===== src/rtl/pc_sequencer.sv =====
// Instruction sequencer: fetches from the address stage, fetches a memory operand
// for opcodes 1..7, and issues one exec_valid pulse per instruction.
module pc_sequencer #(
  parameter int AW       = 4,
  parameter int DW       = 8,
  parameter int ADDR_LAT = 3
) (
  input  logic          clk,
  input  logic          rst_n,
  input  logic          run,
  input  logic [DW-1:0] mem_data,
  output logic [AW-1:0] pc_addr,
  output logic [AW-1:0] op_addr,
  output logic          addr_sel,
  output logic          exec_valid,
  output logic [3:0]    exec_op,
  output logic [DW-1:0] exec_data,
  output logic          busy,
  output logic          halted
);

  typedef enum logic [2:0] {
    IDLE  = 3'd0,
    FETCH = 3'd1,
    OPER  = 3'd2,
    EXEC  = 3'd3,
    HALT  = 3'd4
  } state_t;

  localparam logic [2:0] LAT = 3'(ADDR_LAT);

  state_t        state;
  logic [DW-1:0] ir;
  logic [2:0]    cnt;

  logic [3:0] fetched_op;
  logic       mem_operand;

  assign fetched_op  = mem_data[DW-1 -: 4];
  assign mem_operand = (fetched_op != 4'h0) && (fetched_op <= 4'h7);

  // pc_addr is the program counter itself; it only moves on the edge leaving EXEC.
  always_ff @(posedge clk or negedge rst_n) begin
    if (!rst_n) begin
      state      <= IDLE;
      pc_addr    <= '0;
      op_addr    <= '0;
      addr_sel   <= 1'b0;
      exec_valid <= 1'b0;
      exec_op    <= 4'h0;
      exec_data  <= '0;
      busy       <= 1'b0;
      halted     <= 1'b0;
      ir         <= '0;
      cnt        <= 3'd0;
    end else begin
      exec_valid <= 1'b0;
      case (state)
        IDLE: begin
          if (run) begin
            state    <= FETCH;
            cnt      <= LAT;
            addr_sel <= 1'b0;
            busy     <= 1'b1;
          end
        end

        FETCH: begin
          if (cnt == 3'd0) begin
            ir <= mem_data;
            if (mem_operand) begin
              op_addr  <= mem_data[AW-1:0];
              addr_sel <= 1'b1;
              cnt      <= LAT;
              state    <= OPER;
            end else begin
              exec_data  <= '0;
              exec_op    <= fetched_op;
              exec_valid <= 1'b1;
              state      <= EXEC;
            end
          end else begin
            cnt <= cnt - 3'd1;
          end
        end

        OPER: begin
          if (cnt == 3'd0) begin
            exec_data  <= mem_data;
            exec_op    <= ir[DW-1 -: 4];
            exec_valid <= 1'b1;
            addr_sel   <= 1'b0;
            state      <= EXEC;
          end else begin
            cnt <= cnt - 3'd1;
          end
        end

        EXEC: begin
          if (ir[DW-1 -: 4] == 4'hF) begin
            state  <= HALT;
            busy   <= 1'b0;
            halted <= 1'b1;
          end else begin
            if (ir[DW-1 -: 4] == 4'h8) begin
              pc_addr <= ir[AW-1:0];
            end else begin
              pc_addr <= pc_addr + AW'(1);
            end
            if (run) begin
              state <= FETCH;
              cnt   <= LAT;
            end else begin
              state <= IDLE;
              busy  <= 1'b0;
            end
          end
        end

        HALT: begin
          if (!run) begin
            state  <= IDLE;
            halted <= 1'b0;
          end
        end

        default: begin
          state    <= IDLE;
          busy     <= 1'b0;
          halted   <= 1'b0;
          addr_sel <= 1'b0;
        end
      endcase
    end
  end

endmodule


===== config.mk =====
export PLATFORM = sky130hd
export DESIGN_NAME = pc_sequencer
export DESIGN_NICKNAME = d
export VERILOG_FILES = /design/src/rtl/pc_sequencer.sv
export SDC_FILE = /design/constraint.sdc
export NUM_CORES = 1
export LEC_CHECK = 0
export ABC_AREA = 1
export CORE_MARGIN = 2
export CORE_UTILIZATION = 30
export CTS_CLUSTER_DIAMETER = 50
export DETAILED_ROUTE_END_ITERATION = 10
export REMOVE_ABC_BUFFERS = 1
export SLEW_MARGIN = 20
export SYNTH_ARGS = -nofsm -noshare
export SYNTH_HDL_FRONTEND = slang
export SYNTH_SLANG_ARGS = --single-unit

===== constraint.sdc =====
create_clock -name clk -period 2 [get_ports clk]
set_clock_uncertainty 0.2 [all_clocks]
set_input_delay 0.4 -clock clk [delete_from_list [all_inputs] [get_ports clk]]
set_output_delay 0.4 -clock clk [all_outputs]
set_load 0.005 [all_outputs]

* Word-level counts from Yosys, hierarchy flattened
Cells that the tools add are included.
Widths: inputs -> output; s select.
** Cells by class
- Bitwise logic cells :: 4
- Reduce and logical (&&, ||, !) cells :: 18
- Mux-type cells :: 38
- Equal/unequal tests :: 17
- Order comparisons :: 1
- Add/sub/neg operators :: 2
** Operators by type and width (count)
- $mux 3 :: 10
- $mux 8 :: 3
- $ne 2x2->1 const B :: 9
- $mux 4 :: 4
- $pmux 8 s2 :: 1
- $pmux 3 s5 :: 1
- $mux 1 :: 13
- $pmux 3 s4 :: 1
- $reduce_and 4->1 :: 3
- $reduce_and 3->1 :: 3
- $eq 4x4->1 const B :: 2
- $pmux 4 s2 :: 1
- $reduce_bool 4->1 :: 2
- $eq 3x2->1 const B :: 2
- $logic_not 3->1 :: 2
- $ne 3x3->1 const B :: 2
- $pmux 1 s3 :: 2
- $reduce_or 3->1 :: 2
- $reduce_and 5->1 :: 1
- $add 4x1->4 const B :: 1
- $le 4x3->1 const B :: 1
- $not 1->1 :: 4
- $pmux 1 s4 :: 1
- $reduce_and 2->1 :: 2
- other kinds (7) :: 7
** Storage, ports and cells
- Output and inout port bits :: 24
- Word-level logic and storage cells :: 91
- Register bits :: 38

* Logic depth before layout (Yosys ltp)
Gate-level depths: netlist of the first run.
- Depth after elaboration :: 5
- Depth in mapped cells :: 9

* Worst setup path before layout of the first run
OpenSTA, ideal clock, no wires.
- Path kind :: flip-flop to flip-flop
- From :: register cnt[0]
- To :: register exec_data[0]
- Arrival time :: 1254 ps
- Slack :: 470 ps
- Period minus slack after synthesis :: 1530 ps
- Buffers on the path :: 1
- Stages on the path, launching flop included :: 9
- Required time :: 1724 ps
- Path through :: dfrtp_1 inv_1 ha_1 nand2_2 nor2_1 a21oi_4 buf_6 nand2_1 o21ai_1
** Between the ends
- Cells in the longest elaborated chain, start to end :: 3
** RTL lines
- start: declaration :: RTL line 34 : logic [2:0] cnt;
- start signal: assignment :: RTL line 83 : cnt <= cnt - 3'd1;
- start signal: assignment :: RTL line 95 : cnt <= cnt - 3'd1;
- $logic_not 3->1 * :: RTL line 69, 88
- $ne 2x2->1 (no line)
- $reduce_and 4->1 (no line) *
- end signal: assignment :: RTL line 89 : exec_data <= mem_data;
- end: declaration :: RTL line 17 : output logic [DW-1:0] exec_data,
Every way passes the cells marked *; elsewhere a longest branch is shown, timed or not.
A chain may end at the register's enable or synchronous reset.

* Worst setup path in the final report of the first run
- From :: register pc_addr[0]
- To :: output port pc_addr[0]
** RTL lines
- start: declaration :: RTL line 12 : output logic [AW-1:0] pc_addr,
- start signal: assignment :: RTL line 106 : pc_addr <= ir[AW-1:0];
- start signal: assignment :: RTL line 108 : pc_addr <= pc_addr + AW'(1);
No word-level cell between the ends.

==> impl_metrics.ini, run 1 <==
[logic_synthesis]
yosys.cell_types.count = 24
ys_seq_area_share_pct = 51.9
syn_area_um2 = 1830
syn_inst = 223
yosysWarnings = 0
synth_area_per_cell_um2 = 8.21
synth_seq_cells = 38

[grt]
grt_pass1_vias = 1527
antenna_found_initial = 0
track_usage_pct = 14.1
grt_max_degree = 39
grt_pass1_wl_mm = 7.11
globalRoute.totalOverflow = 0

[cells_and_area]
register_area_um2 = 951
synthToLayoutAreaGrowth_pct = 32.3
multi_input_area_um2 = 778
nets = 285
final_layout_size_suffix_gt1_share_pct = 11.4
fin_area_um2 = 2420
layout_commonest_cell = nand2_1
antenna_cells = 0
n_fill_cell = 609
final_cell_mix = 92 x nand2_1, 38 x dfrtp_1, 33 x clkdlybuf4s50_1, 17 x o21ai_0, 16 x inv_1

[sta]
fin_tns_setup_ns = 0
finalWorstPathRequiredPeriod_ns = 1.84
fin_crit_sh_pct = 91.9
fmax_ghz = 0.544
tightest_slew_ns = 0.486
slew_headroom_pct = 67.6
rsz0062_at_grt = false
hold_viol_final = 0
setup_viol_count_final = 0
slew_viol_final = 0

[placed_design]
dpl-instance-area_um2 = 2300
place.port_buffers = 34
place_congestion = 0.794
dp_hpwl_mm = 3.12

[routing]
drt_pre_antenna_iters = 4
ant_nets = 0
drt_iter0_drc = 89
routed_wl_mm = 4.11
vias_per_cell = 4.48
drc_errors = 0
route.detailed.wl_per_inst_um = 11.9
vias = 1549

[clocking]
cts_tree = built
cts_made_buffers = 5
cts-root-buf = clkbuf_8
clock_path_buffers = 2
cts_sinks = 38
clkSlewWorstSetupHoldPaths_ns = 0.07
h-tree-depth = 2
cts.repair.resized = 0
insertion_delay_ns = 0.29

[floorplan]
core_um2 = 5920
die_y_um = 82.1
io-pin-count = 35
start_util_pct = 30.9
die_area_um2 = 6750
die_w_um = 82.1
rows = 28

[setup_path]
cpPeakStageDelay_ns = 0.52
r2r_start = cnt[0]
path_delay_family = buffers and inverters
cp_max_fo = 5
crit_buf_inv = 1
crit_arrival_ns = 1.24
cp-startpoint = pc_addr[0]
crit_path_end_kind = output pin
critPathRequiredTime_ns = 1.40
cp_slowest_cell = clkdlybuf4s50_1
crit_path_start_kind = flip-flop
path_cells = clkdlybuf4s50_1
critPathKind = reg2out

[pwr]
power_density_nw_per_um2 = 1440
leakage_nw = 1.17
ir_drop_v = 0.000568

[hold_path]
hold_path_class = reg2reg
holdCritStartpoint = cnt[1]

[outcome]
status = completed

[job]
cap_violations = 0
through the flow:
stage	hold slack (ns)	cells	power [mW]	worst slack, ns	util [%]
after CTS	0.276	346	3.54	0.149	40.9
after global placement	0.259	338	2.84	-0.0401	38.9
after global routing	0.313	346	3.82	0.104	40.9
after floorplan	-0.0956	219	2.18	0.261	-
final	0.271	346	3.49	0.161	40.9
after detailed placement	0.261	338	2.86	-0.0418	38.9
power by group:
group / internal, mW / switching (mW) / leakage [nW]
sequential: 1.09 / 0.226 / 0.488
clock: 0.399 / 0.263 / 0.0573
combinational: 0.732 / 0.786 / 0.621
total: 2.22 / 1.28 / 1.17
metal layers:
metal / track usage (%) / part of all wire [%] / up-vias
met4: 5.00 / 1.5 / 0
met3: 4.02 / 3.8 / 6
met1: 19.0 / 52 / 705
met2: 21.8 / 43 / 29
li1: - / - / 809
met5: 0 / 0 / -
repair_timing:
| item | 4_1_cts | 5_1_grt |
|---|---|---|
| hold endpoints to repair | 38 | 0 |
| buffers inserted | 0 | 0 |
| endpoints found under the setup margin | 0 | 0 |
| hold buffers | 1 | 0 |
path summary, 6_finish.rpt:
| kind | to | slack, ns | depth (start not counted) |
|---|---|---|---|
| min in group asynchronous | exec_data[4] | 0.48 | 3 |
| worst min-delay path | cnt[1] | 0.27 | 2 |
| worst max register to register | exec_op[3] | 0.28 | 8 |
| worst min register to register | cnt[1] | 0.27 | 2 |
| worst max-delay path | pc_addr[0] | 0.16 | 1 |
| max in group asynchronous | op_addr[3] | 0.77 | 3 |
cells in the mapped netlist (all sizes together):
cell type	instances	area (um^2)
nor2	12	72.6
ha	3	37.5
nand2	95	364
a21oi	3	26.3
o211ai	2	15.0
nand3	13	70.1
o21ai	26	130
xor2	1	8.76
inv	18	67.6
xnor2	1	8.76
or2	1	6.26
nand3b	1	7.51
nand4	5	31.3
buf	4	35.0
dfrtp	38	951
cell type report:
type,instances,area share (%)
Timing Repair Buffer,45,17.3
Clock inverter,1,1.24
Clock buffer,6,3.41
Multi-Input combinational cell,163,32.1
Inverter,18,2.79
Sequential cell,38,39.2
Tap cell,75,3.87
cell families (layout without fill, tap and decap cells):
logic type / after synthesis / after routing / synth area share (%)
simple gates: 127 / 127 / 30.1
flops: 38 / 38 / 51.9
compound gates: 31 / 31 / 9.36
buf+inv: 22 / 70 / 5.60
fa+ha+maj: 3 / 3 / 2.05
xor+xnor: 2 / 2 / 0.956
registers in the layout, summed over array words and instances (netlist names):
| register | count |
|---|---|
| exec_data | 8 |
| ir | 8 |
| exec_op | 4 |
| op_addr | 4 |
| pc_addr | 4 |
| cnt | 3 |
| state | 3 |
| addr_sel | 1 |
| busy | 1 |
| exec_valid | 1 |
| halted | 1 |
Note: power is estimated with default switching activity, not from simulation.
==> run 2, diff against run 1 <==
--- a/config.mk
+++ b/config.mk
@@ -10,6 +10,7 @@
 export CORE_UTILIZATION = 30
 export CTS_CLUSTER_DIAMETER = 50
 export DETAILED_ROUTE_END_ITERATION = 10
+export PLACE_DENSITY = 0.61
 export REMOVE_ABC_BUFFERS = 1
 export SLEW_MARGIN = 20
 export SYNTH_ARGS = -nofsm -noshare
==> run 2 against run 1 <==
Effect of this change:
- register-to-register slack lost 0.09 ns
- sequential cell count unchanged
- utilization up 0.15 points
- sequential power about the same
- sequential share of layout area decreased by 0.14 points
- design area increased by 0.36%
- routed wire length increased by 2.9%
- combinational power about the same
- critical path depth unchanged
- count of clock-buffer cells in the layout shrank 1
==> impl_metrics.ini, run 2 (synthesis gave the netlist of run 1 again) <==
[setup_path]
cp_slowest_cell = clkdlybuf4s50_1
rr_worst_depth = 8
cp_max_fo = 5
cpPeakStageDelay_ns = 0.52
crit_buf_inv = 1
crit_cells = 1
cp-startpoint = pc_addr[0]
critPathKind = reg2out
crit_path_end_kind = output pin
path_delay_family = buffers and inverters
critPathRequiredTime_ns = 1.40
path_cells = clkdlybuf4s50_1
crit_arrival_ns = 1.24
crit_path_start_kind = flip-flop
r2r_start = cnt[0]

[cells_and_area]
n_fill_cell = 601
synthToLayoutAreaGrowth_pct = 32.8
final_cell_mix = 92 x nand2_1, 38 x dfrtp_1, 33 x clkdlybuf4s50_1, 17 x o21ai_0, 16 x inv_1
final_layout_size_suffix_gt1_share_pct = 11.8
fin_util_pct = 41.1
layout_commonest_cell = nand2_1
antenna_cells = 0
nets = 285
final_cells = 347
top_regs = exec_data: 8 flops, ir: 8 flops

[clocking]
cts_sinks = 38
clock_path_buffers = 2
cts_tree = built
cts.repair.resized = 0
clkSlewWorstSetupHoldPaths_ns = 0.08
insertion_delay_ns = 0.30
hold_buffers = 1
cts-root-buf = clkbuf_8
postCtsSetupBuffers = 0
cts_made_buffers = 5
h-tree-depth = 2

[pwr]
power_frac_seq_pct = 37.4
p_int_mw = 2.19
comb_power_share_pct = 43.9
switching_power_mw = 1.32
power_density_nw_per_um2 = 1440
swShare_pct = 37.5
leakage_nw = 1.17
clockPowerShare_pct = 18.7
ir_drop_v = 0.000522

[hold_path]
holdCritStartpoint = halted
worstHoldPathCells = 2
hold_path_class = reg2reg

[grt]
grt_pass1_wl_mm = 7.28
antenna_found_initial = 0
grt_pass1_vias = 1577
track_usage_pct = 14.4
globalRoute.totalOverflow = 0
grt_max_degree = 23

[placed_design]
place_congestion = 0.791
place.port_buffers = 34
dp_hpwl_mm = 3.24
placed_cells = 338

[sta]
fmax_ghz = 0.543
fin_crit_sh_pct = 92.1
rsz0062_at_grt = false
setup_viol_count_final = 0
slew_viol_final = 0
tightest_slew_ns = 0.413
hold_viol_final = 0
slew_headroom_pct = 72.5
worst_hold_slack_ns = 0.275
finalWorstPathRequiredPeriod_ns = 1.84
fin_tns_setup_ns = 0

[outcome]
status = completed

[floorplan]
core_um2 = 5920
rows = 28
die_w_um = 82.1
io-pin-count = 35
die_area_um2 = 6750
die_y_um = 82.1
start_util_pct = 30.9

[routing]
ant_nets = 0
routed_wl_mm = 4.23
drt_pre_antenna_iters = 4
vias = 1565
vias_per_cell = 4.51
drt_iter0_drc = 120
route.detailed.wl_per_inst_um = 12.2
drc_errors = 0

[job]
cap_violations = 0
## run 2: worst paths after layout
path	to	slack [ns]
max	pc_addr[0]	0.16
min	halted	0.27
max reg2reg	exec_op[3]	0.19
min reg2reg	halted	0.27
max in group asynchronous	state[0]	0.78
min in group asynchronous	exec_data[1]	0.36
## run 2: through the flow
step	setup WS, ns	instance area [um^2]	total power [mW]
after floorplan	0.261	1800	2.18
after global placement	0.0734	2310	2.84
after global routing	0.0340	2430	3.84
after detailed placement	0.0291	2310	2.88
after CTS	0.144	2430	3.56
final	0.159	2430	3.51
## run 2: power groups by stage
| stage | logic [mW] | registers (mW) | clock network (mW) |
|---|---|---|---|
| final | 1.54 | 1.31 | 0.656 |
| after global placement | 1.52 | 1.32 | 0 |
| after floorplan | 0.878 | 1.30 | 0 |
| after global routing | 1.78 | 1.36 | 0.698 |
| after CTS | 1.56 | 1.32 | 0.675 |
| after detailed placement | 1.56 | 1.33 | 0 |
## run 2: final cells by class
class	count	area [um^2]	area share (%)
Clock buffer	5	68.8	2.83
Tap cell	75	93.8	3.86
Timing Repair Buffer	45	433	17.8
Sequential cell	38	951	39.1
Clock inverter	3	40.0	1.65
Inverter	18	67.6	2.78
Multi-Input combinational cell	163	778	32.0
## run 2: per-layer routing
layer  wire, um  vias up  GRT usage, %
met1       2030      718          18.5
met5          0        -             0
met2       1970       32          23.0
met4         83        0          6.33
met3        151        7          3.59
li1           -      808             -
==> run 3, diff against run 2 <==
--- a/config.mk
+++ b/config.mk
@@ -8,11 +8,12 @@
 export ABC_AREA = 1
 export CORE_MARGIN = 2
 export CORE_UTILIZATION = 30
+export CTS_BUF_LIST = sky130_fd_sc_hd__clkbuf_16
 export CTS_CLUSTER_DIAMETER = 50
 export DETAILED_ROUTE_END_ITERATION = 10
 export PLACE_DENSITY = 0.61
 export REMOVE_ABC_BUFFERS = 1
-export SLEW_MARGIN = 20
+export SLEW_MARGIN = 25
 export SYNTH_ARGS = -nofsm -noshare
 export SYNTH_HDL_FRONTEND = slang
 export SYNTH_SLANG_ARGS = --single-unit
==> run 3 against run 2 <==
Effect of this change:
- combinational power about the same
- first-iteration DRC count decreased by 0.83%
- hold slack got worse by 0.0046 ns
- critical path type unchanged
- largest power group unchanged
- worst setup slack improved by 0.022 ns
- count of clock-buffer cells in the layout unchanged
- clock power increased by 37%
==> impl_metrics.ini, run 3 (synthesis gave the netlist of run 1 again) <==
[routing]
route.detailed.wl_per_inst_um = 12.3
vias_per_cell = 4.51
drc_errors = 0
vias = 1566
ant_nets = 0
drt_iter0_drc = 119
routed_wl_mm = 4.26
drt_pre_antenna_iters = 5

[grt]
grt_max_degree = 23
grt_pass1_vias = 1582
track_usage_pct = 14.5
globalRoute.totalOverflow = 0
antenna_found_initial = 0
grt_pass1_wl_mm = 7.28

[sta]
finalWorstPathRequiredPeriod_ns = 1.82
fmax_ghz = 0.550
setup_viol_count_final = 0
fin_tns_setup_ns = 0
worst_slack_ns = 0.181
slew_headroom_pct = 72.2
fin_crit_sh_pct = 90.9
tightest_slew_ns = 0.417
slew_viol_final = 0
rsz0062_at_grt = false
hold_viol_final = 0

[pwr]
clockPowerShare_pct = 23.9
leakage_nw = 1.20
p_int_mw = 2.41
power_density_nw_per_um2 = 1510
power_mw = 3.76
comb_power_share_pct = 41.1
swShare_pct = 35.9
switching_power_mw = 1.35
power_frac_seq_pct = 35.1
ir_drop_v = 0.000564

[setup_path]
reg2reg_to = exec_op[3]
path_cells = clkdlybuf4s50_1
r2r_start = cnt[0]
cp-startpoint = pc_addr[0]
crit_path_start_kind = flip-flop
crit_path_end_kind = output pin
path_delay_family = buffers and inverters
rr_worst_depth = 8
crit_buf_inv = 1
critPathRequiredTime_ns = 1.40
critPathKind = reg2out
cp_slowest_cell = clkdlybuf4s50_1
reg2reg_slack_ns = 0.19
cpPeakStageDelay_ns = 0.52
crit_arrival_ns = 1.22
cp_max_fo = 5

[cells_and_area]
fin_area_um2 = 2490
antenna_cells = 0
final_cell_mix = 92 x nand2_1, 38 x dfrtp_1, 33 x clkdlybuf4s50_1, 17 x o21ai_0, 16 x inv_1
nets = 285
layout_commonest_cell = nand2_1
final_layout_size_suffix_gt1_share_pct = 11.8
top_regs = exec_data: 8 flops, ir: 8 flops
final_cells = 347
synthToLayoutAreaGrowth_pct = 35.9

[hold_path]
whs_endpoint = halted
worstHoldPathCells = 2
hold_path_class = reg2reg
holdCritStartpoint = halted

[clocking]
hold_buffers = 1
cts_sinks = 38
cts-root-buf = clkbuf_16
cts_tree = built
clkSlewWorstSetupHoldPaths_ns = 0.06
h-tree-depth = 2
insertion_delay_ns = 0.28
postCtsSetupBuffers = 0
clock_path_buffers = 2
cts_made_buffers = 5
cts.repair.resized = 0

[outcome]
status = completed

[placed_design]
dpl-instance-area_um2 = 2310
place_congestion = 0.791
pre_cts_slack_ns = 0.0291
placed_cells = 338
dp_hpwl_mm = 3.24
place.port_buffers = 34

[floorplan]
start_util_pct = 30.9
core_um2 = 5920
die_w_um = 82.1
die_y_um = 82.1
rows = 28
io-pin-count = 35
die_area_um2 = 6750

[job]
cap_violations = 0
-- run 3: cell counts in the layout (fill, tap and decap cells not counted) --
No cell type changed its count.
-- run 3: worst max-delay path by stage --
stage | end | depth (start not counted)
floorplan | cnt[2] | 8
global placement | exec_data[3] | 8
detailed placement | exec_data[5] | 8
CTS | pc_addr[2] | 1
global route | cnt[0] | 8
finish | pc_addr[0] | 1
-- run 3: per-layer routing --
layer  up-vias  routed length, um  global-route usage, %
met5         -                  0                      0
li1        811                  -                      -
met3         6                162                   3.91
met1       716               2030                   18.5
met2        33               1990                   23.0
met4         0                 77                   6.33
-- run 3: through the flow --
| step | hold slack, ns | utilization (%) |
|---|---|---|
| after global placement | 0.156 | 39.1 |
| final | 0.270 | 42.0 |
| after floorplan | -0.0956 | - |
| after detailed placement | 0.159 | 39.1 |
| after global routing | 0.300 | 42.0 |
| after CTS | 0.279 | 42.0 |
-- run 3: layout make-up --
class / count / area (um^2)
clock buffers: 5 / 125
clock inverters: 3 / 40.0
fillers: 594 / 3430
inverters: 18 / 67.6
multi-input cells: 163 / 778
flip-flops and latches: 38 / 951
well taps: 75 / 93.8
repair buffers: 45 / 433
-- run 3: power groups by stage --
stage | registers [mW] | clock network [mW] | logic, mW
floorplan | 1.30 | 0 | 0.878
global placement | 1.32 | 0 | 1.52
detailed placement | 1.33 | 0 | 1.56
CTS | 1.32 | 0.913 | 1.57
global route | 1.36 | 0.943 | 1.78
finish | 1.32 | 0.897 | 1.54
